--- src/rtl/game_pkg.sv ---
`default_nettype none
// ============================================================================
// Module      : game_pkg
// Description : Shared types and constants for the SuperFrog game controller
// Revision    : 1.0 - initial release
// ============================================================================
package game_pkg;

  // Game phase as seen on the HUD / state output
  typedef enum logic [1:0] {
    ST_ATTRACT = 2'd0,
    ST_PLAY    = 2'd1,
    ST_DYING   = 2'd2,
    ST_OVER    = 2'd3
  } game_state_t;

  // Width of one packed BCD digit
  localparam int c_BCD_W = 4;

  // Default number of BCD digits in score/hiscore
  localparam int c_SCORE_DIGITS = 4;

endpackage
`default_nettype wire

--- src/rtl/bcd_counter.sv ---
`default_nettype none
// ============================================================================
// Module      : bcd_counter
// Description : Multi-digit packed BCD up-counter, saturating at all 9s
// Revision    : 1.0 - initial release
// ============================================================================
module bcd_counter
  import game_pkg::*;
#(
  parameter int DIGITS = c_SCORE_DIGITS
) (
  input  logic                        i_clk,
  input  logic                        i_rst,
  input  logic                        i_clr,
  input  logic                        i_inc,
  output logic [c_BCD_W*DIGITS-1:0]   o_value
);

  localparam logic [c_BCD_W-1:0] c_NINE = c_BCD_W'(9);
  localparam logic [c_BCD_W-1:0] c_ONE  = c_BCD_W'(1);

  logic [c_BCD_W*DIGITS-1:0] r_value;
  logic [c_BCD_W*DIGITS-1:0] w_next;
  logic [DIGITS-1:0]         w_is9;
  logic [DIGITS-1:0]         w_carry;

  // Increment is suppressed once every digit reads 9, so the count holds
  assign w_carry[0] = i_inc & ~(&w_is9);

  generate
    for (genvar d = 0; d < DIGITS; d++) begin : g_digit
      assign w_is9[d] = (r_value[d*c_BCD_W +: c_BCD_W] == c_NINE);
      assign w_next[d*c_BCD_W +: c_BCD_W] =
          w_carry[d] ? (w_is9[d] ? '0 : r_value[d*c_BCD_W +: c_BCD_W] + c_ONE)
                     : r_value[d*c_BCD_W +: c_BCD_W];
      if (d < DIGITS - 1) begin : g_carry
        // A digit rolling 9->0 carries into the next digit up
        assign w_carry[d+1] = w_carry[d] & w_is9[d];
      end
    end
  endgenerate

  // Count register: clear has priority over increment
  always_ff @(posedge i_clk) begin
    if (i_rst || i_clr) begin
      r_value <= '0;
    end else begin
      r_value <= w_next;
    end
  end

  assign o_value = r_value;

endmodule
`default_nettype wire

--- src/rtl/game_ctrl.sv ---
`default_nettype none
// ============================================================================
// Module      : game_ctrl
// Description : Frame-level game sequencer (attract/play/dying/over) with
//               lives, BCD survival score and high score
// Revision    : 1.0 - initial release
// ============================================================================
module game_ctrl
  import game_pkg::*;
#(
  parameter int LIVES            = 3,
  parameter int SCORE_DIGITS     = c_SCORE_DIGITS,
  parameter int FRAMES_PER_POINT = 60,
  parameter int DEATH_FRAMES     = 120,
  parameter int OVER_FRAMES      = 180
) (
  input  logic                            clk_pix,
  input  logic                            rst_pix,
  input  logic                            frame,
  input  logic                            dead,
  input  logic                            btn_start,
  output logic [1:0]                      state,
  output logic                            run,
  output logic                            playfield_rst,
  output logic [2:0]                      lives,
  output logic [c_BCD_W*SCORE_DIGITS-1:0] score,
  output logic [c_BCD_W*SCORE_DIGITS-1:0] hiscore
);

  localparam int c_PH_MAX = (DEATH_FRAMES > OVER_FRAMES) ? DEATH_FRAMES : OVER_FRAMES;
  localparam int c_PH_W   = $clog2(c_PH_MAX + 1);
  localparam int c_PT_W   = $clog2(FRAMES_PER_POINT + 1);

  localparam logic [c_PH_W-1:0] c_DEATH_LAST = c_PH_W'(DEATH_FRAMES - 1);
  localparam logic [c_PH_W-1:0] c_OVER_LAST  = c_PH_W'(OVER_FRAMES - 1);
  localparam logic [c_PT_W-1:0] c_POINT_LAST = c_PT_W'(FRAMES_PER_POINT - 1);

  game_state_t                     r_state;
  logic                            r_run;
  logic                            r_playfield_rst;
  logic [2:0]                      r_lives;
  logic [c_BCD_W*SCORE_DIGITS-1:0] r_hiscore;
  logic [c_PH_W-1:0]               r_phase;
  logic [c_PT_W-1:0]               r_point;
  logic                            r_btn_prev;

  logic                            w_start_edge;
  logic                            w_point_done;
  logic                            w_score_clr;
  logic                            w_score_inc;
  logic [c_BCD_W*SCORE_DIGITS-1:0] w_score;

  assign w_start_edge = btn_start & ~r_btn_prev;
  assign w_point_done = frame & (r_point == c_POINT_LAST);
  assign w_score_clr  = (r_state == ST_ATTRACT) & w_start_edge;
  // A death on the same cycle as a completing frame forfeits that point
  assign w_score_inc  = (r_state == ST_PLAY) & ~dead & w_point_done;

  bcd_counter #(
    .DIGITS (SCORE_DIGITS)
  ) u_score (
    .i_clk   (clk_pix),
    .i_rst   (rst_pix),
    .i_clr   (w_score_clr),
    .i_inc   (w_score_inc),
    .o_value (w_score)
  );

  // Game sequencer with registered run/playfield reset/lives/hiscore
  always_ff @(posedge clk_pix) begin
    if (rst_pix) begin
      r_state         <= ST_ATTRACT;
      r_run           <= 1'b0;
      r_playfield_rst <= 1'b0;
      r_lives         <= 3'(LIVES);
      r_hiscore       <= '0;
      r_phase         <= '0;
      r_point         <= '0;
      r_btn_prev      <= 1'b1;
    end else begin
      r_btn_prev      <= btn_start;
      r_playfield_rst <= 1'b0;
      case (r_state)
        ST_ATTRACT: begin
          if (w_start_edge) begin
            r_state         <= ST_PLAY;
            r_run           <= 1'b1;
            r_playfield_rst <= 1'b1;
            r_lives         <= 3'(LIVES);
            r_point         <= '0;
          end
        end
        ST_PLAY: begin
          if (dead) begin
            r_state <= ST_DYING;
            r_run   <= 1'b0;
            r_lives <= r_lives - 3'd1;
            r_phase <= '0;
          end else if (frame) begin
            r_point <= w_point_done ? '0 : r_point + c_PT_W'(1);
          end
        end
        ST_DYING: begin
          if (frame) begin
            if (r_phase == c_DEATH_LAST) begin
              r_phase <= '0;
              if (r_lives != 3'd0) begin
                r_state         <= ST_PLAY;
                r_run           <= 1'b1;
                r_playfield_rst <= 1'b1;
              end else begin
                r_state <= ST_OVER;
                if (w_score > r_hiscore) begin
                  r_hiscore <= w_score;
                end
              end
            end else begin
              r_phase <= r_phase + c_PH_W'(1);
            end
          end
        end
        ST_OVER: begin
          if (frame) begin
            if (r_phase == c_OVER_LAST) begin
              r_phase <= '0;
              r_state <= ST_ATTRACT;
            end else begin
              r_phase <= r_phase + c_PH_W'(1);
            end
          end
        end
        default: begin
          r_state <= ST_ATTRACT;
        end
      endcase
    end
  end

  assign state         = r_state;
  assign run           = r_run;
  assign playfield_rst = r_playfield_rst;
  assign lives         = r_lives;
  assign score         = w_score;
  assign hiscore       = r_hiscore;

endmodule
`default_nettype wire

--- config.mk ---
export PLATFORM = sky130hd
export DESIGN_NAME = game_ctrl
export DESIGN_NICKNAME = d
export VERILOG_FILES = /design/src/rtl/game_pkg.sv /design/src/rtl/bcd_counter.sv /design/src/rtl/game_ctrl.sv
export SDC_FILE = /design/constraint.sdc
export NUM_CORES = 1
export LEC_CHECK = 0
export CAP_MARGIN = 0
export CELL_PAD_IN_SITES_DETAIL_PLACEMENT = 1
export CELL_PAD_IN_SITES_GLOBAL_PLACEMENT = 2
export CORE_MARGIN = 5
export CORE_UTILIZATION = 34
export DETAILED_ROUTE_END_ITERATION = 10
export DONT_BUFFER_PORTS = 1
export GPL_ROUTABILITY_DRIVEN = 0
export GPL_TIMING_DRIVEN = 1
export MAX_ROUTING_LAYER = met4
export PLACE_DENSITY = 0.74
export SETUP_SLACK_MARGIN = 0.05
export SLEW_MARGIN = 20
export SYNTH_ARGS = -nofsm -noshare
export SYNTH_HDL_FRONTEND = slang
export SYNTH_HIERARCHICAL = 1
export SYNTH_SLANG_ARGS = --single-unit
--- constraint.sdc ---
create_clock -name clk_pix -period 2.37 [get_ports clk_pix]
set_input_delay 0.237 -clock clk_pix [delete_from_list [all_inputs] [get_ports clk_pix]]
set_output_delay 0.237 -clock clk_pix [all_outputs]
set_load 0.05 [all_outputs]
## Word level (Yosys, flattened, before mapping)

Index checks and enable logic that the tools add are counted.

- Bitwise logic cells: 13
- $lt $le $gt $ge: 1
- Divide/modulo/power cells: 0
- Add/subtract/negate cells: 7
- Reduce and logical (&&, ||, !) cells: 13
- Muxes and demuxes: 37
- Shift-type cells: 0
- Equality and inequality tests: 19
- $mul: 0

Operator list:

| operator | count |
|---|---|
| 2-to-1 mux 8 bit | 5 |
| 2-to-1 mux 6 bit | 4 |
| one-hot mux 8 bit (3 select lines) | 1 |
| != test 2 bit (second input constant) | 9 |
| adder 4 x 1 -> 4 bit (second input constant) | 4 |
| == test 4 bit (second input constant) | 4 |
| greater-than comparator 16 bit | 1 |
| 2-to-1 mux 4 bit | 4 |
| 2-to-1 mux 2 bit | 7 |
| one-hot mux 6 bit (2 select lines) | 1 |
| AND reduction 4 bit | 3 |
| AND reduction 6 bit | 2 |
| AND 1 bit | 9 |
| 2-to-1 mux 1 bit | 9 |
| nonzero test 3 bit | 3 |
| adder 8 x 1 -> 8 bit (second input constant) | 1 |
| == test 8 x 7 -> 1 bit (second input constant) | 1 |
| == test 8 bit (second input constant) | 1 |
| one-hot mux 2 bit (4 select lines) | 1 |
| adder 6 x 1 -> 6 bit (second input constant) | 1 |
| == test 6 bit (second input constant) | 1 |
| 2-to-1 mux 3 bit | 2 |
| one-hot mux 3 bit (2 select lines) | 1 |
| AND reduction 5 bit | 1 |
| other kinds (10) | 14 |

- Bits in read-only memories: 0
- Logic and storage cells: 102
- Memories kept: 0
- Memory bits (writable): 0
- Latch bits: 0
- Output and inout bits: 39
- Register bits: 54
- Bits of input ports: 5

## Depth between registers and ports, before layout

Gate-level depths: netlist (run 1).

- Depth in word-level cells: 7
- Gate-level depth with buffers: 8
- Depth with buffers taken out: 8

## Cells and area by module

Netlist (run 1), hierarchy kept.

Modules (own cells, without submodules):

| module | instances | area each (µm²) | cells each |
|---|---|---|---|
| game_ctrl | 1 | 2270.9 | 260 |
| bcd_counter | 1 | 873.3 | 106 |

## Worst setup path after synthesis (run 1)

Ideal clock, no wire load.

- Path kind: register to register
- Start point: register r_state[0] (netlist: state[0])
- End point: register u_score.r_value[15] (netlist: u_score/o_value[15])
- Setup slack: -497 ps
- Stages on the path, launching flop included: 8
- Required time: 2296 ps
- Clock period less this slack: 2867 ps
- Arrival time: 2793 ps
- Buffers on the path: 1
- Path through: dfxtp_1 > buf_1 > nor2b_1 > nor3b_1 > and3_1 > nand3_2 > or4_1 > a31oi_1

- Longest elaborated chain between the ends: 7
- Elaborated cells on any way between the ends: 10

Ends and longest elaborated chain:

| element | line | text |
|---|---|---|
| from (decl) | game_ctrl.sv:38 | `game_state_t r_state;` |
| from (signal assigned) | game_ctrl.sv:72 | `r_state <= ST_ATTRACT;` |
| from (signal assigned) | game_ctrl.sv:86 | `r_state <= ST_PLAY;` |
| from (signal assigned) | game_ctrl.sv:95 | `r_state <= ST_DYING;` |
| == test 2 x 1 -> 1 bit | game_ctrl.sv:57 | `assign w_score_inc = (r_state == ST_PLAY) & ~dead & w_point_done;` |
| AND 1 bit (2 in a row) | game_ctrl.sv:57 |  |
| named net w_score_inc | game_ctrl.sv:50 | `logic w_score_inc;` |
| AND 1 bit | bcd_counter.sv:28 | `assign w_carry[0] = i_inc & ~(&w_is9);` |
| AND 1 bit (3 in a row) | bcd_counter.sv:38 | `assign w_carry[d+1] = w_carry[d] & w_is9[d];` |
| to (signal assigned) | bcd_counter.sv:48 | `r_value <= w_next;` |
| to (decl) | bcd_counter.sv:22 | `logic [c_BCD_W*DIGITS-1:0] r_value;` |

The timed path passes the listed nets, and every way through them passes these cells.
A chain may end at the register's enable or synchronous reset.

## Final worst setup path (run 1)

- Start point: register r_point[0]
- End point: register u_score.r_value[13] (netlist: u_score/o_value[13])

- Longest elaborated chain between the ends: 7

Ends and longest elaborated chain:

| element | line | text |
|---|---|---|
| from (decl) | game_ctrl.sv:44 | `logic [c_PT_W-1:0] r_point;` |
| from (signal assigned) | game_ctrl.sv:100 | `r_point <= w_point_done ? '0 : r_point + c_PT_W'(1);` |
| == test 6 bit | game_ctrl.sv:54 | `assign w_point_done = frame & (r_point == c_POINT_LAST);` |
| AND 1 bit | game_ctrl.sv:54 |  |
| AND 1 bit | game_ctrl.sv:57 |  |
| named net w_score_inc | game_ctrl.sv:50 |  |
| AND 1 bit | bcd_counter.sv:28 |  |
| AND 1 bit (3 in a row) | bcd_counter.sv:38 |  |

The timed path passes the listed nets, and every way through them passes these cells.

==> results of run 1 <==
## layout make-up
class	instances	area (µm²)	share of cell area, %
repair buffers	47	370	9.88
inverters	29	109	2.90
flip-flops and latches	54	1090	29.1
clock inverters	1	5.00	0.133
clock buffers	7	86.3	2.30
multi-input cells	273	1950	52.0
well taps	111	139	3.70
## state kept, by name, summed over array words and instances, names as in the netlist
| signal | cells |
|---|---|
| hiscore | 16 |
| lives | 3 |
| playfield_rst | 1 |
| r_btn_prev | 1 |
| r_phase | 8 |
| r_point | 6 |
| run | 1 |
| state | 2 |
| u_score/o_value | 16 |
## path summary, 6_finish.rpt
check                                 from                  end  cells after the start
worst max register to register  r_point[0]  u_score/o_value[13]                      8
worst min register to register  r_point[1]           r_point[1]                      2
worst min-delay path               rst_pix             lives[0]                      1
worst max-delay path            r_point[0]  u_score/o_value[13]                      8
## per-stage QoR
step / setup WS (ns) / cell area (µm²)
after floorplan: 0.0311 / 3160
after global placement: 0.114 / 3590
after detailed placement: 0.0617 / 3590
after CTS: 0.0567 / 3690
after global routing: 0.0203 / 3750
final: 0.193 / 3750
## worst max-delay path: cells and delay by family, from the launching register on
family / cells / cell delay [ns]
compound gates: 1 / 0.12
flops: 1 / 0.36
simple gates: 6 / 1.46
fa+ha+maj: 1 / 0.18
## layer usage
metal	wire length [µm]	vias to the layer above	track usage, %
li1	-	1366	-
met1	3800	1344	18.7
met2	4210	30	26.6
met3	381	6	4.07
met5	0	-	-
met4	71	0	3.05
## power by group through the flow
stage	sequential (mW)	combinational [mW]	clock (mW)
3_5_place_dp	0.961	0.141	0
3_3_place_gp	0.961	0.138	0
2_1_floorplan	0.979	0.0908	0
4_1_cts	0.941	0.145	0.592
5_1_grt	0.943	0.158	0.623
6_report	0.940	0.145	0.561
## cells in the final DEF, fill, tap and decap left out, drive strengths merged, types with 4 or more instances in the layout
cell type	n
a21oi	23
dfxtp	54
nor2b	7
nor2	31
nand2b	36
or4	6
o31ai	6
nand4	9
ha	20
buf	45
clkbuf	7
nand2	23
nand3	9
o21ai	16
inv	29
xnor2	6
nor4	4
nor3	5
mux2i	19
a31oi	6
nor3b	4
xor2	7
## what timing repair did
action	in CTS	in global routing
hold endpoints to repair	7	1
gates resized for setup	0	11
setup buffers	0	1
hold buffers	1	1
endpoints found under the setup margin	0	8
## cells by family after synthesis
| kind of cell | count (synthesis) |
|---|---|
| simple gates | 156 |
| mux | 19 |
| buf+inv | 39 |
| fa+ha+maj | 20 |
| compound gates | 65 |
| xor+xnor | 13 |
| flops | 54 |
## cell usage after synthesis, types with 2 or more instances
cell type	instances	share of area (%)
nor2_1	31	3.7
or4_1	5	1.2
a211oi_1	3	0.72
ha_1	20	8.0
nor3b_1	3	0.72
a21oi_2	2	0.56
inv_1	29	3.5
and4b_1	3	0.96
nand2b_1	35	7.0
and3b_1	2	0.56
a21oi_1	21	3.3
o31ai_1	6	1.4
clkbuf_1	5	0.60
or3b_1	3	0.84
nor2b_1	7	1.4
nand3b_1	3	0.72
nor4_1	3	0.60
a21o_1	2	0.48
o21ai_0	15	2.4
mux2i_1	19	6.0
and3_1	2	0.40
a31oi_1	5	0.99
or3_1	2	0.40
dfxtp_1	54	34
nand4_1	8	1.6
xor2_1	7	1.9
nor3_1	5	0.80
o211ai_1	2	0.48
buf_1	2	0.24
nand3_1	7	1.1
nand3_2	2	0.64
nand2_1	23	2.7
xnor2_1	6	1.7
==> key figures, run 1 <==
Critical path
  – Type of origin of the critical path: flop
  – Endpoint class of the critical path: flop
  – CP Data Arrival Time: about 2.4 ns
  – Worst Path Required: roughly 2.6 ns
  – CP peak stage delay: ~0.55 ns
  – Critical Path, Cell by Cell: ha_2, and4b_1, nand3_2, nor3b_4, and3_4, nand3_4, or4_4, a21oi_2
  – CP Max Fanout: 8
  – Worst path slowest cell: or4_4
  – R2R Setup Slk: 0.19 ns
  – CP Class: reg -> reg

Global routing
  – GRT Resource Usage Total: ~16%
  – Pin count of the biggest net entering global routing: 41
  – Total grt overflow: 0
  – Initial antenna violation count: 0
  – First-pass GRT wire length: 13,900 µm
  – Vias in the first global route: approximately 2.8k

Power
  – PwrDens: between 400 and 500 nW/µm²
  – Net Sw Power: about 0.43 mW
  – Int Power: 1.22 mW
  – Leak Pwr: roughly 1.4 nW
  – Gate power share: about 8.8%
  – Share of total power in sequential cells: between 50% and 60%
  – Power Total: around 1.6 mW
  – Max VDD drop: between 0.2 and 0.25 mV
  – Clock power frac: 34.1%
  – Switch share: 26.1%

Placed design
  – Port Buffers: 0
  – DP Wirelength: around 6300 µm
  – Placed cells: ~500

Synthesis
  – Seq/Total Area, Yosys: between 30% and 40%
  – Warnings from Yosys: 6
  – Cell count after synthesis: roughly 370
  – Synth Register Bits: between 50 and 60
  – Largest family of logic cells by synthesized area: simple AND/OR/NAND/NOR gates
  – Synthesized Nets: between 300 and 400
  – Compound-cell area share of the yosys netlist: around an eighth
  – Synth Area in Simple Gates: 29.5%
  – Fraction of registers with async set or reset after synthesis: 0%
  – Yosys cell types: 57
  – Area share of fa/ha/maj cells after synthesis: 7.96%
  – Xor and xnor area share after synthesis: approximately 3.6%
  – Synth Flop Type: dfxtp_1
  – Post-synthesis cell area: ~3100 µm²
  – Syn avg cell area: approximately 8.6 µm²
  – Post-synth EDFFs: 0
  – Multiplexer area fraction after synthesis: between 6 and 7%

Timing
  – Hold_ws: about 0.038 ns
  – Worst clock skew: around 0.012 ns
  – Setup TNS: 0 ns
  – Tmin final: 2.18 ns
  – Final period util: approximately nine tenths
  – Hold Fails Final Rpt: 0
  – Max-slew violations: 0
  – Endpoints failing setup: 0
  – Worst Tran Pin Value: approximately 0.52 ns
  – Max transition margin: 65.5%
  – RSZ-0062 raised after global routing: false
  – Max Clock Freq: approximately 460 MHz

Routing
  – DRC viols: 0
  – Routed vias: between 2k and 3k
  – Average wire per standard cell: between 15 and 20 µm
  – DRT Pass-1 Iters: 4
  – Initial DRC count: 36
  – DRT Wirelength: about 8500 µm
  – Vias per cell: 5.26
  – DRT antenna net count: 0

Final layout
  – Share of cells above drive strength 1: around a fifth
  – Ant diodes: 0
  – Filler cells: 1,097
  – Synth-to-layout area growth: 19.3%
  – Nets@finish: about 440
  – Cell Count, Final, Fillers Out: 522
  – Final core utilization: slightly above 40%

Clock network
  – CTS buffer count: 5
  – Clock transition at path regs: about 0.10 ns
  – Max clock buf depth: 2
  – Worst-Skew Late Latency: a little over 0.3 ns
  – Clk sink count: 54
  – Clock tree from TritonCTS: yes
  – CTS root buf: clkbuf_8
  – H-Tree Depth: 2

Run
  – Max-Cap Viols: 0

Hold path
  – Hold Crit Class: in -> reg

Floorplanning
  – Die area: ~11,000 µm²
  – Initial core utilization: between 30% and 40%
  – IO Count: 44
  – Die span in x: 106 µm
  – Std-Cell Rows: 35
  – Core area: just over 9000 µm²
  – Die height: ~110 µm

Status
  – Status: complete, no violations
(Power assumes the default switching activity.)
==> inputs of run 2 (changes only) <==
--- a/config.mk
+++ b/config.mk
@@ -8,7 +8,7 @@
 export CAP_MARGIN = 0
 export CELL_PAD_IN_SITES_DETAIL_PLACEMENT = 1
 export CELL_PAD_IN_SITES_GLOBAL_PLACEMENT = 2
-export CORE_MARGIN = 5
+export CORE_MARGIN = 2
 export CORE_UTILIZATION = 34
 export DETAILED_ROUTE_END_ITERATION = 10
 export DONT_BUFFER_PORTS = 1
==> key figures, run 2 (synthesis gave the netlist of run 1 again) <==
Critical path
  – CP Data Arrival Time: 2.40 ns (-0.03 ns)
  – Endpoint class of the critical path: flop
  – CP Class: reg -> reg
  – CP peak stage delay: 0.45 ns (-0.10 ns)
  – CP Max Fanout: 3 (-5)
  – Worst Path Buf+Inv: 1 (+1)
  – Top delay family on crit path: simple AND/OR/NAND/NOR gates
  – Crit path depth: 9 (+1)
  – R2R cell count: 9 (+1)
  – R2R Setup Slk: 0.20 ns (about the same)
  – RR Startpoint: r_point[1]
  – Worst setup endpoint: u_score/o_value[10]
  – Worst Path Required: 2.60 ns (-0.02 ns)
  – CP startpoint: r_point[1]
  – Critical Path, Cell by Cell: ha_2, and4b_1, nand3_2, nor3b_4, and3_4, buf_4, nand4_1, or4_1, o21ai_0
  – Reg2reg end: u_score/o_value[10]
  – Type of origin of the critical path: flop
  – Worst path slowest cell: or4_1

Floorplanning
  – Die area: 10,000 µm² (-11%)
  – Initial core utilization: 34.5% (unchanged)
  – Std-Cell Rows: 35 (unchanged)
  – Die height: 100 µm (-5.7%)
  – Core area: 9110 µm² (unchanged)
  – IO Count: 44 (unchanged)
  – Die span in x: 100 µm (-5.7%)

Power
  – Power Total: 1.63 mW (-0.77%)
  – Leak Pwr: 1.39 nW (+0.39%)
  – PwrDens: 438 nW/µm² (-0.20%)
  – Max VDD drop: 0.250 mV (+23%)

Clock network
  – CTS root buf: clkbuf_8
  – H-Tree Depth: 2 (unchanged)
  – Clk sink count: 54 (unchanged)
  – Clock tree from TritonCTS: yes
  – Clock transition at path regs: 0.10 ns (about the same)
  – CTS buffer count: 5 (unchanged)
  – Worst-Skew Late Latency: 0.31 ns (about the same)
  – Max clock buf depth: 2 (unchanged)

Final layout
  – Ant diodes: 0 (unchanged)
  – Most frequent cells in the layout: 49 x dfxtp_1, 48 x buf_4, 35 x nand2b_1, 31 x nor2_1, 29 x inv_1
  – Filler cells: 1,104 (+0.64%)
  – Finished Cell Area: 3730 µm² (-0.57%)
  – Share of cells above drive strength 1: 18.9% (-0.58 points)
  – Storage element area: 1090 µm² (unchanged)
  – Most common cell after layout, fill and taps aside: dfxtp_1
  – Synth-to-layout area growth: 18.6%
  – Nets@finish: 437 (+0.46%)
  – Area taken by multi-input logic gates: 1930 µm² (-1.1%)

Timing
  – Worst setup margin: 0.200 ns (+0.00714 ns)
  – Max transition margin: 65.0% (-0.46 points)
  – Worst Tran Pin Value: 0.524 ns (+0.00688 ns)
  – Max Clock Freq: 461 MHz (+0.33%)
  – Hold_ws: 0.0344 ns (-0.00319 ns)
  – Setup TNS: 0 ns (unchanged)
  – Hold Fails Final Rpt: 0 (unchanged)
  – Worst clock skew: 0.00952 ns (-0.00203 ns)
  – Endpoints failing setup: 0 (unchanged)
  – Max-slew violations: 0 (unchanged)
  – Tmin final: 2.17 ns (-0.00714 ns)
  – Final period util: 91.6% (-0.30 points)
  – RSZ-0062 raised after global routing: false

Global routing
  – GRT Resource Usage Total: 17.8% (+2.2 points)
  – Met2 Usage GRT: 29.9% (+3.3 points)
  – Initial antenna violation count: 0 (unchanged)
  – Vias in the first global route: 2,769 (+0.18%)
  – GR met1 Demand/Resource: 21.5% (+2.7 points)
  – Total grt overflow: 0 (unchanged)
  – First-pass GRT wire length: 13,900 µm (-0.10%)
  – M3 GR Usage: 4.32% (+0.25 points)
  – Pin count of the biggest net entering global routing: 41 (unchanged)
  – Busiest grt layer: met2

Run
  – Max-Cap Viols: 0 (unchanged)

Routing
  – Average wire per standard cell: 16.2 µm (-0.26%)
  – DRT Pass-1 Iters: 4 (unchanged)
  – DRC viols: 0 (unchanged)
  – DRT antenna net count: 0 (unchanged)
  – Vias per cell: 5.25 (-0.13%)
  – Initial DRC count: 60 (+67%)
  – Routed vias: 2,753 (+0.25%)
  – DRT Wirelength: 8470 µm (+0.12%)

Placed design
  – DP Area: 3590 µm² (about the same)
  – Dpl ws: 0.0673 ns (+0.00568 ns)
  – DP Wirelength: 6390 µm (+1.7%)
  – Port Buffers: 0 (unchanged)

Hold path
  – Hold Crit Class: in -> reg

Status
  – Status: complete, no violations
[run 2: cell count changes in the layout (fill, tap and decap cells not counted), sizes merged]
cell         delta
buf             +3
dlygate4sd3     -1
[run 2: how the worst min path moves through the flow]
stage / from / end / slack (ns) / depth (start not counted)
after detailed placement: rst_pix / state[0] / 0.31 / 1
after CTS: btn_start / r_btn_prev / 0.02 / 1
after global placement: rst_pix / state[0] / 0.31 / 1
final: btn_start / r_btn_prev / 0.03 / 1
after floorplan: btn_start / r_btn_prev / 0.34 / 1
after global routing: btn_start / r_btn_prev / 0.02 / 1
[run 2: area by class of cell]
class | count | share of cell area (%)
clock buffers | 7 | 2.32
repair buffers | 49 | 9.93
well taps | 111 | 3.72
inverters | 29 | 2.92
multi-input cells | 273 | 51.7
flip-flops and latches | 54 | 29.2
clock inverters | 1 | 0.134
[run 2: per-stage QoR]
step | std cells | utilization, %
final | 524 | 40.9
after global routing | 524 | 40.9
after CTS | 522 | 40.5
after detailed placement | 513 | 39.4
after global placement | 513 | 39.4
after floorplan | 366 | -
[run 2: per-layer routing]
metal | share of wire (%) | vias up
met5 | 0 | -
met4 | 1.5 | 0
met3 | 4.7 | 14
met2 | 49 | 44
met1 | 45 | 1323
li1 | - | 1372
[run 2: power breakdown]
| group | internal [mW] | switching, mW | total, mW |
|---|---|---|---|
| registers | 0.921 | 0.0192 | 0.940 |
| clock network | 0.237 | 0.309 | 0.546 |
| logic | 0.0601 | 0.0875 | 0.148 |
[run 2: what timing repair did]
item	4_1_cts	5_1_grt
endpoints found under the hold margin	7	0
hold buffers	1	0
setup endpoints to repair	0	9
resized for setup	0	6
setup buffers	0	2
